## config.mk

```make
export PLATFORM = sky130hd
export DESIGN_NAME = mem_port_arbiter
export DESIGN_NICKNAME = d
export VERILOG_FILES = /design/src/rtl/mem_port_arbiter.sv
export SDC_FILE = /design/constraint.sdc
export NUM_CORES = 1
export LEC_CHECK = 0
export CORE_MARGIN = 2
export CORE_UTILIZATION = 39
export DETAILED_ROUTE_END_ITERATION = 12
export PLACE_DENSITY = 0.91
export SETUP_SLACK_MARGIN = 0.4
export SLEW_MARGIN = 40
export SYNTH_ARGS = -nofsm -noshare
export SYNTH_HDL_FRONTEND = slang
export SYNTH_SLANG_ARGS = --single-unit
export TNS_END_PERCENT = 1
```

## constraint.sdc

```tcl
create_clock -name clk -period 2.4 [get_ports clk]
set_input_delay 0.24 -clock clk [delete_from_list [all_inputs] [get_ports clk]]
set_output_delay 0.24 -clock clk [all_outputs]
set_load 0.005 [all_outputs]
```

## src/rtl/mem_port_arbiter.sv

```systemverilog
// mem_port_arbiter
// Lets the IF stage (instruction fetch) and the MEM stage (load/store) share one
// single-port synchronous RAM (8-bit address, 16-bit data, 1-cycle read latency).
// At most one access is granted each cycle. The losing stage is stalled. Returned
// read data goes back to the stage that issued the access.
//
// Configuration macro: ROUND_ROBIN_EN
//   undefined : D wins a conflict unless IF has already lost MAX_WAIT times in a row.
//   defined   : a conflict goes to the opposite of the last conflict winner.
//
// Parameter:
//   MAX_WAIT      consecutive IF denials after which IF beats D (1..15)
// Ports:
//   clk, reset    clock and synchronous active-high reset
//   i_req/i_addr  IF fetch request and address
//   i_stall       IF is requesting but was not granted this cycle
//   i_valid       i_rdata carries fetched data (cycle after IF grant)
//   i_rdata       fetched instruction, holds the last value while i_valid=0
//   d_req/d_we/d_addr/d_wdata  MEM stage access request (d_we=1 store)
//   d_stall       D is requesting but was not granted this cycle
//   d_valid       D access complete (cycle after D grant)
//   d_rdata       load data, holds the last load value otherwise
//   m_en/m_we/m_addr/m_wdata   RAM command, combinational from the grant
//   m_rdata       RAM read data, one cycle after a read command
//   conflict_cnt  saturating count of cycles with both stages requesting
module mem_port_arbiter #(
   parameter int MAX_WAIT = 4
) (
   input  logic        clk,
   input  logic        reset,
   input  logic        i_req,
   input  logic [7:0]  i_addr,
   output logic        i_stall,
   output logic        i_valid,
   output logic [15:0] i_rdata,
   input  logic        d_req,
   input  logic        d_we,
   input  logic [7:0]  d_addr,
   input  logic [15:0] d_wdata,
   output logic        d_stall,
   output logic        d_valid,
   output logic [15:0] d_rdata,
   output logic        m_en,
   output logic        m_we,
   output logic [7:0]  m_addr,
   output logic [15:0] m_wdata,
   input  logic [15:0] m_rdata,
   output logic [15:0] conflict_cnt
);

   // The owner state records which access was issued last cycle. The response
   // to that access is present this cycle.
   typedef enum logic [1:0] {
      IDLE,
      RD_I,
      RD_D,
      WR_D
   } ownerState_e;

   ownerState_e ownerState_q, ownerState_d;
   logic [3:0]  waitCnt_q, waitCnt_d;
   logic [15:0] conflictCnt_q, conflictCnt_d;
   logic [15:0] iRdata_q, dRdata_q;
   logic        grantI, grantD;
   logic        bothReq;

`ifdef ROUND_ROBIN_EN
   // Set when D won the most recent conflict. The reset value is D, so the
   // first conflict goes to IF.
   logic        lastGrantD_q, lastGrantD_d;
`endif

   assign bothReq = i_req & d_req;

   // Grant selection. No grant is given while reset is held.
   always_comb begin
      grantI = 1'b0;
      grantD = 1'b0;
      if (!reset) begin
         if (bothReq) begin
`ifdef ROUND_ROBIN_EN
            if (lastGrantD_q) grantI = 1'b1;
            else              grantD = 1'b1;
`else
            // The starvation guard gives IF the port once it has waited long enough.
            if (waitCnt_q >= 4'(MAX_WAIT)) grantI = 1'b1;
            else                           grantD = 1'b1;
`endif
         end else if (i_req) begin
            grantI = 1'b1;
         end else if (d_req) begin
            grantD = 1'b1;
         end
      end
   end

   assign i_stall = i_req & ~grantI;
   assign d_stall = d_req & ~grantD;

   // Build the RAM command from the grant. When nothing is granted, every RAM input is driven to zero.
   always_comb begin
      m_en    = 1'b0;
      m_we    = 1'b0;
      m_addr  = 8'h00;
      m_wdata = 16'h0000;
      if (grantI) begin
         m_en   = 1'b1;
         m_addr = i_addr;
      end else if (grantD) begin
         m_en    = 1'b1;
         m_we    = d_we;
         m_addr  = d_addr;
         m_wdata = d_wdata;
      end
   end

   // Next owner state and counter updates. The owner state follows the grant
   // made this cycle, so a new access can overlap the response to the previous one.
   always_comb begin
      ownerState_d  = IDLE;
      waitCnt_d     = waitCnt_q;
      conflictCnt_d = conflictCnt_q;
`ifdef ROUND_ROBIN_EN
      lastGrantD_d  = lastGrantD_q;
`endif

      if (grantI)            ownerState_d = RD_I;
      else if (grantD && d_we) ownerState_d = WR_D;
      else if (grantD)       ownerState_d = RD_D;

      if (!i_req || grantI)      waitCnt_d = 4'd0;
      else if (waitCnt_q != 4'hF) waitCnt_d = waitCnt_q + 4'd1;

      if (bothReq && (conflictCnt_q != 16'hFFFF))
         conflictCnt_d = conflictCnt_q + 16'd1;

`ifdef ROUND_ROBIN_EN
      if (bothReq) lastGrantD_d = grantD;
`endif
   end

   // State registers. The read-data copies capture the RAM output whenever a
   // read response returns, so the value is still available after valid drops.
   always_ff @(posedge clk) begin
      if (reset) begin
         ownerState_q  <= IDLE;
         waitCnt_q     <= 4'd0;
         conflictCnt_q <= 16'd0;
         iRdata_q      <= 16'd0;
         dRdata_q      <= 16'd0;
`ifdef ROUND_ROBIN_EN
         lastGrantD_q  <= 1'b1;
`endif
      end else begin
         ownerState_q  <= ownerState_d;
         waitCnt_q     <= waitCnt_d;
         conflictCnt_q <= conflictCnt_d;
         if (ownerState_q == RD_I) iRdata_q <= m_rdata;
         if (ownerState_q == RD_D) dRdata_q <= m_rdata;
`ifdef ROUND_ROBIN_EN
         lastGrantD_q  <= lastGrantD_d;
`endif
      end
   end

   // Responses are gated by reset, so a read still in flight when reset
   // arrives never shows up as valid data.
   always_comb begin
      i_valid = 1'b0;
      d_valid = 1'b0;
      i_rdata = 16'd0;
      d_rdata = 16'd0;
      if (!reset) begin
         i_valid = (ownerState_q == RD_I);
         d_valid = (ownerState_q == RD_D) || (ownerState_q == WR_D);
         i_rdata = (ownerState_q == RD_I) ? m_rdata : iRdata_q;
         d_rdata = (ownerState_q == RD_D) ? m_rdata : dRdata_q;
      end
   end

   assign conflict_cnt = conflictCnt_q;

endmodule

```

==> Implementation_results.wiki, run 1 <==
{| class="wikitable"
! Metric !! Value
|-
| Outcome || completed
|-
| DRC || 0
|-
| Peak supply drop || 0.359 mV
|-
| DR vias || 2590
|-
| Starting utilization of the core area || 40.1%
|-
| Period minus WS final || 2.15 ns
|-
| Number of placed I/O pins || 131
|-
| Top Layer Used || met4
|-
| Relative max-transition margin || 53.1%
|-
| Final hold slack || 0.420 ns
|-
| Total count of max-transition violations in the final report || 0
|-
| Unrepaired setup endpoints after global routing || yes
|-
| Port bufs || 130
|-
| Highest clock frequency the design can meet || 0.464 GHz
|-
| Number of global-route vias before repair || 2500
|-
| Residual overflow from global routing || 0
|-
| Clock-pin slew of the registers on the worst-case setup and hold paths || 0.09 ns
|-
| Arrival @ worst endpoint || 1.91 ns
|-
| Share of post-route cells with drive strength above 1 || 8.69%
|-
| Maximum fanout count along the critical path || 15
|-
| TritonCTS sink count || 54
|-
| Count of flip-flops with a built-in enable after synthesis || 0
|-
| Post-route cell area || 3930 um2
|-
| Cts-stage hold buffer count || 0
|-
| Placed wire-length estimate || 5710 um
|-
| Non-filler instance count after layout || 501
|-
| Number of placed cells counting well taps || 493
|-
| Data required, critical path || 2.16 ns
|-
| CTS tree || yes
|-
| Post-synthesis async set-or-reset flop share || 0%
|-
| Sum of met2 wire segment lengths after detailed routing || 3870 um
|-
| DR WL met3 || 486 um
|-
| Buffers inserted by post-CTS timing repair || 0
|-
| Placed Area || 3780 um2
|-
| Mean instance size in the synthesized netlist || 7.98 um2
|-
| Layout net count || 480
|-
| Maximum level of the CTS H-tree || 2
|-
| Crit path kind || reg2out
|-
| Setup TNS after final layout || 0 ns
|-
| Die Width || 81.8 um
|-
| Static power due to leakage || 1.43 nW
|-
| Die height || 81.8 um
|-
| Synth Net Count || 351
|-
| Total Die Area || 6700 um2
|-
| Total routed wire length on the met1 layer || 2800 um
|-
| Setup violation total in the final timing report || 0
|-
| Total wire length after detailed routing || 7270 um
|-
| Power density over the cells || 481 nW/um2
|-
| Count of nets left with antenna violations after detail routing || 0
|-
| Core Region || 5890 um2
|-
| Vias per inst || 5.17
|-
| Max-capacitance violation count || 0
|-
| First-pass GRT wire length || 11300 um
|-
| Period Utilization, post-route || 89.7%
|-
| Gate count after technology mapping || 296
|-
| Netlist area before placement || 2360 um2
|-
| Final worst clock skew || 0.00713 ns
|-
| Global-route total usage across every layer || 22.0%
|-
| First-pass detailed-route iteration total || 4
|-
| Average wire per standard cell || 14.5 um
|-
| Placement Setup Slack || 0.220 ns
|-
| Number of DRC markers after the initial detailed-route iteration || 171
|-
| Largest buffer count on any clock path || 2
|-
| Layout area overhead || 66.4%
|-
| Most used flip-flop cell after synthesis || sky130_fd_sc_hd__dfxtp_1
|-
| Antenna violations before repair || 0
|-
| Min-Delay Path Class || in2reg
|-
| Weighted congestion at the end of routability-driven global placement || 0.792
|-
| Critical Path Start Type || flip-flop
|-
| Warning count from the yosys run || 0
|-
| Cell row count || 28
|-
| Total of flip-flops plus latches after synthesis || 54
|-
| CP endpoint kind || primary output
|-
| Worst setup slack after layout || 0.247 ns
|-
| Actual transition at the worst max-transition pin || 0.695 ns
|-
| Insertion delay to the later sink of the worst-skew pair || 0.30 ns
|-
| Final count of hold timing violations || 0
|-
| Maximum number of pins on one net before global-route repair || 29
|-
| Diodes inserted || 0
|-
| Number of resized instances in the post-cts repair step || 11
|-
| Number of distinct library cells after synthesis || 39
|-
| Clock Tree Root || sky130_fd_sc_hd__clkbuf_8
|-
| Sequential element share of the synthesized area || 45.8%
|-
| CTS buffer count || 5
|}
==> final timing paths <==
kind | startpoint | endpoint | slack (ns) | depth (start not counted)
worst min-delay path | reset | conflict_cnt[1]$_SDFFE_PP0P_ | 0.42 | 3
worst max-delay path | ownerState_q[1]$_SDFF_PP0_ | i_rdata[8] | 0.25 | 5
worst min register to register | iRdata_q[12]$_DFF_P_ | iRdata_q[12]$_DFF_P_ | 0.47 | 2
worst max register to register | conflict_cnt[0]$_SDFFE_PP0P_ | conflict_cnt[15]$_SDFFE_PP0P_ | 0.52 | 5
==> per-stage QoR <==
| stage | power, mW | utilization, % |
|---|---|---|
| 3_5_place_dp | 1.30 | 64.2 |
| 3_3_place_gp | 1.29 | 64.2 |
| 4_1_cts | 1.91 | 66.5 |
| 2_1_floorplan | 1.07 | - |
| 5_1_grt | 1.98 | 66.8 |
| 6_report | 1.89 | 66.8 |
==> state kept, by name (all words and copies together), names as in the netlist <==
register      count
waitCnt_q         4
iRdata_q         16
ownerState_q      2
dRdata_q         16
conflict_cnt     16
==> logic make-up (layout without fill, tap and decap cells) <==
kind of cell / count (synthesis) / after routing / synth area share (%)
AND/OR/NAND/NOR: 145 / 145 / 30.3
AO/OA/AOI/OAI: 67 / 67 / 16.7
flip-flops: 54 / 54 / 45.8
buffers and inverters: 21 / 151 / 3.39
multiplexers: 4 / 4 / 1.80
adder cells (fa/ha/maj): 2 / 2 / 1.06
XOR/XNOR: 2 / 2 / 0.742
other: 1 / 1 / 0.159
==> synthesized netlist by cell type, types with 3 or more instances <==
library cell,count,area share [%]
sky130_fd_sc_hd__or4_1,3,0.95
sky130_fd_sc_hd__or2_2,3,0.79
sky130_fd_sc_hd__a22o_1,8,3.0
sky130_fd_sc_hd__nand3_1,6,1.3
sky130_fd_sc_hd__nand2_1,70,11
sky130_fd_sc_hd__nand2b_1,3,0.79
sky130_fd_sc_hd__a21oi_1,42,8.9
sky130_fd_sc_hd__clkbuf_1,17,2.7
sky130_fd_sc_hd__nand4_1,6,1.6
sky130_fd_sc_hd__dfxtp_1,54,46
sky130_fd_sc_hd__and2_1,18,4.8
sky130_fd_sc_hd__nor2b_1,7,1.9
sky130_fd_sc_hd__o21ai_0,8,1.7
sky130_fd_sc_hd__or3_1,6,1.6
sky130_fd_sc_hd__nor2_1,12,1.9
==> layout by cell type, fill, tap and decap left out, types with 2 or more instances in the layout <==
master / netlist / routed
sky130_fd_sc_hd__mux2i_1: 2 / 2
sky130_fd_sc_hd__dfxtp_2: 0 / 2
sky130_fd_sc_hd__or4_1: 3 / 3
sky130_fd_sc_hd__o21ai_0: 8 / 8
sky130_fd_sc_hd__a22o_1: 8 / 8
sky130_fd_sc_hd__clkdlybuf4s50_1: 0 / 126
sky130_fd_sc_hd__nor4_1: 2 / 2
sky130_fd_sc_hd__mux2_2: 2 / 2
sky130_fd_sc_hd__a21oi_2: 0 / 2
sky130_fd_sc_hd__and3_1: 2 / 2
sky130_fd_sc_hd__nand2b_1: 3 / 2
sky130_fd_sc_hd__nor2b_1: 7 / 5
sky130_fd_sc_hd__a21oi_1: 42 / 40
sky130_fd_sc_hd__or3_1: 6 / 6
sky130_fd_sc_hd__clkbuf_8: 0 / 5
sky130_fd_sc_hd__a31oi_1: 2 / 2
sky130_fd_sc_hd__or2_2: 3 / 3
sky130_fd_sc_hd__dfxtp_1: 54 / 52
sky130_fd_sc_hd__and2_1: 18 / 18
sky130_fd_sc_hd__buf_4: 0 / 8
sky130_fd_sc_hd__and4_1: 2 / 2
sky130_fd_sc_hd__nand3_1: 6 / 6
sky130_fd_sc_hd__o31ai_1: 2 / 2
sky130_fd_sc_hd__nand2_1: 70 / 70
sky130_fd_sc_hd__buf_6: 0 / 3
sky130_fd_sc_hd__dlygate4sd2_1: 0 / 2
sky130_fd_sc_hd__nor2_1: 12 / 12
sky130_fd_sc_hd__nand4_1: 6 / 6
sky130_fd_sc_hd__ha_1: 2 / 2
==> worst max-delay path: stages (launching register included) <==
cell and delay [ns]:
sky130_fd_sc_hd__dfxtp_2 0.40, sky130_fd_sc_hd__nand2b_1 0.19, sky130_fd_sc_hd__buf_6 0.19, sky130_fd_sc_hd__nand2_1 0.07, sky130_fd_sc_hd__a21oi_1 0.21, sky130_fd_sc_hd__clkdlybuf4s50_1 0.54
==> layout make-up <==
class	instances	area, um2
fill	474	1950
timing repair buffer	142	1410
multi-input combinational	221	1230
sequential	54	1080
tap	75	93.8
clock buffer	5	68.8
clock inverter	3	43.8
inverter	1	3.75
==> per-layer routing <==
layer  vias up  global-route usage [%]
li1       1269                       -
met2       110                    41.0
met1      1201                    24.5
met3        10                    4.84
met4         0                    7.33
met5         -                       0
==> report_power, final <==
part	total, mW	switching (mW)	leakage, nW	internal (mW)
Combinational	0.345	0.131	0.934	0.213
Sequential	0.942	0.0146	0.440	0.928
Clock	0.605	0.292	0.0585	0.313
Total	1.89	0.438	1.43	1.45
(Power assumes the default switching activity.)
==> inputs of run 2 (changes only) <==
--- a/config.mk
+++ b/config.mk
@@ -8,7 +8,7 @@
 export CORE_MARGIN = 2
 export CORE_UTILIZATION = 39
 export DETAILED_ROUTE_END_ITERATION = 12
-export PLACE_DENSITY = 0.91
+export PLACE_DENSITY_LB_ADDON = 0.3
 export SETUP_SLACK_MARGIN = 0.4
 export SLEW_MARGIN = 40
 export SYNTH_ARGS = -nofsm -noshare
==> run 2 against run 1 <==
Against the previous run: core utilization fell by 0.26 points; critical path type unchanged; sequential share of layout area is 0.11 points higher; fmax rose by 0.51%; combinational power about the same; sequential power is essentially flat; largest power group unchanged; routed wire length shrank 0.21%.
==> Implementation_results.wiki, run 2 (same netlist as run 1, synthesis figures left out) <==
{| class="wikitable"
! Metric !! Value
|-
| Maximum level of the CTS H-tree || 2 (unchanged)
|-
| Largest buffer count on any clock path || 2 (unchanged)
|-
| Critical Path Start Type || flip-flop
|-
| Share of post-route cells with drive strength above 1 || 8.43% (-0.25 points)
|-
| Max-capacitance violation count || 0 (unchanged)
|-
| Layout area overhead || 65.8%
|-
| Period Utilization, post-route || 89.3% (-0.46 points)
|-
| Period minus WS final || 2.14 ns (-0.0110 ns)
|-
| Proportion of power drawn by flip-flops and latches || 51.4% (+1.6 points)
|-
| Leading cell type in the layout, fill and taps excluded || sky130_fd_sc_hd__clkdlybuf4s50_1
|-
| Peak supply drop || 0.246 mV (-31%)
|-
| Arrival @ worst endpoint || 1.90 ns (about the same)
|-
| Total count of max-transition violations in the final report || 0 (unchanged)
|-
| Power density over the cells || 468 nW/um2 (-2.8%)
|-
| Diodes inserted || 0 (unchanged)
|-
| Die height || 81.8 um (unchanged)
|-
| Cell row count || 28 (unchanged)
|-
| Clock-pin slew of the registers on the worst-case setup and hold paths || 0.10 ns (about the same)
|-
| Static power due to leakage || 1.42 nW (-0.71%)
|-
| Worst setup slack after layout || 0.258 ns (+0.0110 ns)
|-
| Crit path kind || reg2out
|-
| Total Die Area || 6700 um2 (unchanged)
|-
| Cts-stage hold buffer count || 0 (unchanged)
|-
| Fill cell instance count of the final layout || 489 (+3.2%)
|-
| Relative max-transition margin || 61.2% (+8.1 points)
|-
| Port bufs || 130 (unchanged)
|-
| Cells traversed along the worst timing path || nor2b_1, buf_6, nand2_1, a21oi_1, clkdlybuf4s50_1
|-
| DR vias || 2564 (-1.0%)
|-
| DRC || 0 (unchanged)
|-
| Share of total power consumed by net switching || 24.8% (+1.6 points)
|-
| Maximum fanout count along the critical path || 16 (+1)
|-
| Antenna violations before repair || 0 (unchanged)
|-
| Layout net count || 481 (+0.21%)
|-
| Delay of the slowest cell on the worst path || 0.55 ns (about the same)
|-
| Maximum number of pins on one net before global-route repair || 35 (+21%)
|-
| Net Sw Power || 0.454 mW (+3.7%)
|-
| Final count of hold timing violations || 0 (unchanged)
|-
| Total wire length after detailed routing || 7260 um (-0.21%)
|-
| Global-route total usage across every layer || 20.9% (-1.1 points)
|-
| Core Region || 5890 um2 (unchanged)
|-
| TritonCTS sink count || 54 (unchanged)
|-
| Insertion delay to the later sink of the worst-skew pair || 0.31 ns (about the same)
|-
| Highest clock frequency the design can meet || 0.467 GHz (+0.51%)
|-
| Residual overflow from global routing || 0 (unchanged)
|-
| Number of global-route vias before repair || 2370 (-5.2%)
|-
| CTS buffer count || 5 (unchanged)
|-
| CTS tree || yes
|-
| Setup violation total in the final timing report || 0 (unchanged)
|-
| Clock Tree Root || sky130_fd_sc_hd__clkbuf_8
|-
| Internal power component || 1.38 mW (-5.2%)
|-
| Combinational Power Share || 18.9% (+0.7 points)
|-
| Final worst clock skew || 0.0142 ns (+0.00707 ns)
|-
| Vias per inst || 5.11 (-1.2%)
|-
| Placed wire-length estimate || 5270 um (-7.7%)
|-
| Average wire per standard cell || 14.5 um (-0.41%)
|-
| Actual transition at the worst max-transition pin || 0.575 ns (-0.120 ns)
|-
| Placement Setup Slack || 0.254 ns (+0.0339 ns)
|-
| Number of DRC markers after the initial detailed-route iteration || 121 (-29%)
|-
| CP max stage cell || sky130_fd_sc_hd__clkdlybuf4s50_1
|-
| Setup TNS after final layout || 0 ns (unchanged)
|-
| First-pass detailed-route iteration total || 4 (unchanged)
|-
| CP endpoint kind || primary output
|-
| First-pass GRT wire length || 10800 um (-4.3%)
|-
| Outcome || completed
|-
| Data required, critical path || 2.16 ns (about the same)
|-
| Count of nets left with antenna violations after detail routing || 0 (unchanged)
|-
| Top library cells by usage in the layout, fill and taps aside || sky130_fd_sc_hd__clkdlybuf4s50_1 (126), sky130_fd_sc_hd__nand2_1 (70), sky130_fd_sc_hd__dfxtp_1 (52), sky130_fd_sc_hd__a21oi_1 (40), sky130_fd_sc_hd__and2_1 (18)
|-
| Weighted congestion at the end of routability-driven global placement || 0.785 (-0.93%)
|-
| Unrepaired setup endpoints after global routing || yes
|-
| Starting utilization of the core area || 40.1% (unchanged)
|-
| Number of placed I/O pins || 131 (unchanged)
|-
| Die Width || 81.8 um (unchanged)
|-
| Min-Delay Path Class || in2reg
|-
| Relative contribution of the clock network to total power || 29.8% (-2.2 points)
|}
[run 2: cell count changes in the layout (fill, tap and decap cells not counted)]
cell and change:
sky130_fd_sc_hd__and3b_2 -1, sky130_fd_sc_hd__and3b_1 +1, sky130_fd_sc_hd__nor2b_4 -1, sky130_fd_sc_hd__clkinvlp_4 +1
sky130_fd_sc_hd__bufinv_16 -1, sky130_fd_sc_hd__clkinv_2 -1, sky130_fd_sc_hd__clkbuf_4 +1, sky130_fd_sc_hd__nor2b_1 +1
sky130_fd_sc_hd__clkbuf_8 +1
[run 2: power by group through the flow]
| stage | Clock (mW) | Combinational (mW) | Sequential (mW) |
|---|---|---|---|
| 6_report | 0.546 | 0.346 | 0.941 |
| 5_1_grt | 0.592 | 0.376 | 0.944 |
| 4_1_cts | 0.554 | 0.340 | 0.941 |
| 3_5_place_dp | 0 | 0.337 | 0.960 |
| 3_3_place_gp | 0 | 0.334 | 0.959 |
| 2_1_floorplan | 0 | 0.113 | 0.957 |
[run 2: critical path, delay by kind of cell (launching register included)]
kind | cells | cell delay [ns]
buffers and inverters | 2 | 0.75
flip-flops | 1 | 0.38
AND/OR/NAND/NOR | 2 | 0.24
AO/OA/AOI/OAI | 1 | 0.22
[run 2: per-stage QoR]
stage               power (mW)  hold slack, ns  instances  area [um2]  utilization [%]
finish                    1.83           0.378        502        3920             66.5
CTS                       1.83           0.376        499        3870             65.8
floorplan                 1.07           0.382        296        2360                -
global placement          1.29           0.446        491        3760             63.9
detailed placement        1.30           0.450        491        3760             63.9
global route              1.91           0.405        502        3920             66.5
[run 2: what timing repair did]
item / in CTS / in global routing
setup endpoints to repair: 61 / 60
gates cloned: 0 / 2
gates resized for setup: 6 / 10
setup buffers: 0 / 1
pin swaps: 0 / 0
[run 2: path summary, 6_finish.rpt]
path | start | endpoint | slack [ns] | cells after the start
worst max-delay path | ownerState_q[0]$_SDFF_PP0_ | i_rdata[3] | 0.26 | 5
worst min-delay path | reset | conflict_cnt[14]$_SDFFE_PP0P_ | 0.38 | 3
worst max register to register | conflict_cnt[0]$_SDFFE_PP0P_ | conflict_cnt[15]$_SDFFE_PP0P_ | 0.54 | 5
worst min register to register | iRdata_q[9]$_DFF_P_ | iRdata_q[9]$_DFF_P_ | 0.47 | 2
[run 2: final cells by class]
cell class                      instances  area, um2  share of cell area [%]
Clock buffer                            6       82.6                    2.11
Clock inverter                          2       16.3                   0.415
Inverter                                1       3.75                  0.0958
Multi-Input combinational cell        221       1220                    31.1
Sequential cell                        54       1080                    27.7
Tap cell                               75       93.8                    2.40
Timing Repair Buffer                  143       1420                    36.2
[run 2: routing by layer]
| layer | GRT usage [%] | share of wire [%] | vias to the layer above | wire length (um) |
|---|---|---|---|---|
| met5 | 0 | 0 | - | 0 |
| met4 | 4.83 | 0.80 | 0 | 58 |
| met3 | 6.59 | 6.9 | 6 | 501 |
| met2 | 36.8 | 50 | 91 | 3660 |
| met1 | 24.7 | 42 | 1192 | 3030 |
| li1 | - | - | 1275 | - |
==> inputs of run 3 (changes only) <==
--- a/config.mk
+++ b/config.mk
@@ -8,7 +8,7 @@
 export CORE_MARGIN = 2
 export CORE_UTILIZATION = 39
 export DETAILED_ROUTE_END_ITERATION = 12
-export PLACE_DENSITY_LB_ADDON = 0.3
+export PLACE_DENSITY_LB_ADDON = 0.2
 export SETUP_SLACK_MARGIN = 0.4
 export SLEW_MARGIN = 40
 export SYNTH_ARGS = -nofsm -noshare
==> run 3 against run 2 <==
Against the previous run: cell area grew 1.1%; combinational power grew 3%; first-iteration DRC count grew 11%; worst setup slack gained 0.018 ns; die area is the same; core utilization grew 0.70 points; cell count grew 0.60%; clock skew shrank 0.0020 ns; fmax grew 0.83%; routed wire length shrank 1.8%; critical endpoint is now m_addr[2]; largest cell class unchanged.
==> Implementation_results.wiki, run 3 (same netlist as run 1, synthesis figures left out) <==
{| class="wikitable"
! Metric !! Value
|-
| Final hold slack || 0.275 ns (-0.103 ns)
|-
| Clock Tree Root || sky130_fd_sc_hd__clkbuf_8
|-
| Maximum level of the CTS H-tree || 2 (unchanged)
|-
| Number of DRC markers after the initial detailed-route iteration || 134 (+11%)
|-
| Period Utilization, post-route || 88.5% (-0.73 points)
|-
| Residual overflow from global routing || 0 (unchanged)
|-
| Weighted congestion at the end of routability-driven global placement || 0.819 (+4.4%)
|-
| Min-Delay Path Class || in2reg
|-
| Final worst clock skew || 0.0122 ns (-0.00201 ns)
|-
| Post-route cell area || 3960 um2 (+1.1%)
|-
| Total Die Area || 6700 um2 (unchanged)
|-
| Worst path most repeated cell || sky130_fd_sc_hd__clkdlybuf4s50_1
|-
| Clock-pin slew of the registers on the worst-case setup and hold paths || 0.09 ns (about the same)
|-
| Port bufs || 130 (unchanged)
|-
| Crit path kind || in2out
|-
| Number of placed I/O pins || 131 (unchanged)
|-
| Total area of sequential cells || 1080 um2 (unchanged)
|-
| Cell row count || 28 (unchanged)
|-
| Layout net count || 484 (+0.62%)
|-
| Period minus WS final || 2.12 ns (-0.0176 ns)
|-
| Share of post-route cells with drive strength above 1 || 9.77% (+1.3 points)
|-
| Static power due to leakage || 1.43 nW (+0.21%)
|-
| Worst setup slack after layout || 0.275 ns (+0.0176 ns)
|-
| Area taken by multi-input logic gates || 1230 um2 (+0.62%)
|-
| DRC || 0 (unchanged)
|-
| Diodes inserted || 0 (unchanged)
|-
| Average wire per standard cell || 14.1 um (-2.4%)
|-
| Tot Pwr || 1.81 mW (-1.4%)
|-
| Unrepaired setup endpoints after global routing || yes
|-
| Fill cell instance count of the final layout || 520 (+6.3%)
|-
| Number of global-route vias before repair || 2487 (+4.9%)
|-
| Placed wire-length estimate || 5080 um (-3.7%)
|-
| First-pass detailed-route iteration total || 4 (unchanged)
|-
| Die height || 81.8 um (unchanged)
|-
| First-pass GRT wire length || 10900 um (+0.83%)
|-
| Data required, critical path || 2.16 ns (about the same)
|-
| Placement Setup Slack || 0.231 ns (-0.0235 ns)
|-
| Die Width || 81.8 um (unchanged)
|-
| Outcome || completed
|-
| Maximum number of pins on one net before global-route repair || 53 (+51%)
|-
| Number of placed cells counting well taps || 492 (+0.20%)
|-
| Leading cell type in the layout, fill and taps excluded || sky130_fd_sc_hd__clkdlybuf4s50_1
|-
| Vias per inst || 5.05 (-1.1%)
|-
| Buffers and inverters on the worst path || 4 (+2)
|-
| Global-route total usage across every layer || 20.9% (+0.040 points)
|-
| Arrival @ worst endpoint || 1.88 ns (-0.02 ns)
|-
| Cells traversed along the worst timing path || clkdlybuf4s50_1, buf_4, nand2b_1, a21oi_2, buf_6, a22o_1, clkdlybuf4s50_1
|-
| CTS tree || yes
|-
| Total count of max-transition violations in the final report || 0 (unchanged)
|-
| Total wire length after detailed routing || 7130 um (-1.8%)
|-
| Setup TNS after final layout || 0 ns (unchanged)
|-
| Core Region || 5890 um2 (unchanged)
|-
| CP endpoint kind || primary output
|-
| Maximum fanout count along the critical path || 6 (-10)
|-
| Antenna violations before repair || 0 (unchanged)
|-
| Final count of hold timing violations || 0 (unchanged)
|-
| DR vias || 2551 (-0.51%)
|-
| Placed Area || 3770 um2 (+0.20%)
|-
| Critical Path Start Type || input pin
|-
| Final core area utilization || 67.2% (+0.70 points)
|-
| Starting utilization of the core area || 40.1% (unchanged)
|-
| TritonCTS sink count || 54 (unchanged)
|-
| Insertion delay to the later sink of the worst-skew pair || 0.31 ns (about the same)
|-
| Setup violation total in the final timing report || 0 (unchanged)
|-
| Peak supply drop || 0.281 mV (+14%)
|-
| Power density over the cells || 456 nW/um2 (-2.4%)
|-
| Largest buffer count on any clock path || 2 (unchanged)
|-
| Layout area overhead || 67.5%
|-
| Top library cells by usage in the layout, fill and taps aside || sky130_fd_sc_hd__clkdlybuf4s50_1 (128), sky130_fd_sc_hd__nand2_1 (70), sky130_fd_sc_hd__dfxtp_1 (52), sky130_fd_sc_hd__a21oi_1 (39), sky130_fd_sc_hd__and2_1 (18)
|-
| Count of nets left with antenna violations after detail routing || 0 (unchanged)
|-
| Non-filler instance count after layout || 505 (+0.60%)
|-
| Actual transition at the worst max-transition pin || 0.556 ns (-0.0187 ns)
|-
| Cts-stage hold buffer count || 0 (unchanged)
|-
| Highest clock frequency the design can meet || 0.471 GHz (+0.83%)
|-
| CP max stage cell || sky130_fd_sc_hd__clkdlybuf4s50_1
|-
| Delay of the slowest cell on the worst path || 0.52 ns (-0.03 ns)
|-
| Dominant delay contributor by cell family on the critical path || buffers and inverters
|-
| CTS buffer count || 5 (unchanged)
|-
| Relative max-transition margin || 62.4% (+1.3 points)
|-
| Max-capacitance violation count || 0 (unchanged)
|}
run 3: changes by cell type in the layout (fill, tap and decap cells not counted), sizes merged:
cell,previous run,this run
clkinv,0,2
dlygate4sd2,2,1
clkdlybuf4s50,126,128
clkbuf,7,6
buf,13,16
dlymetal6s2s,1,0
inv,2,1
run 3: worst paths after layout:
check / startpoint / end / slack (ns) / cells past startpoint
setup / recovery: i_req / m_addr[2] / 0.28 / 7
hold / removal: reset / waitCnt_q[2]$_SDFFE_PP0P_ / 0.28 / 2
setup reg to reg: conflict_cnt[0]$_SDFFE_PP0P_ / conflict_cnt[14]$_SDFFE_PP0P_ / 0.46 / 5
hold reg to reg: iRdata_q[8]$_DFF_P_ / iRdata_q[8]$_DFF_P_ / 0.46 / 2
run 3: layout make-up:
| class | count | share of cell area [%] |
|---|---|---|
| Timing Repair Buffer | 146 | 36.9 |
| Multi-Input combinational cell | 221 | 31.0 |
| Sequential cell | 54 | 27.4 |
| Tap cell | 75 | 2.37 |
| Clock buffer | 5 | 1.74 |
| Clock inverter | 3 | 0.537 |
| Inverter | 1 | 0.0948 |
run 3: per-layer routing:
layer / up-vias / GRT usage, % / part of all wire [%]
met4: 0 / 6.33 / 1.8
met1: 1168 / 24.7 / 42
met3: 9 / 7.03 / 7.1
met5: - / 0 / 0
met2: 93 / 35.9 / 49
li1: 1281 / - / -
run 3: what timing repair did:
action	4_1_cts	5_1_grt
cloned	0	4
pin swaps	1	1
endpoints found under the setup margin	58	61
buffers inserted	1	0
resized for setup	3	19
run 3: power by group:
part	internal [mW]	switching [mW]	total [mW]
Clock	0.206	0.302	0.508
Sequential	0.928	0.0141	0.942
Combinational	0.222	0.134	0.356
Total	1.36	0.450	1.81
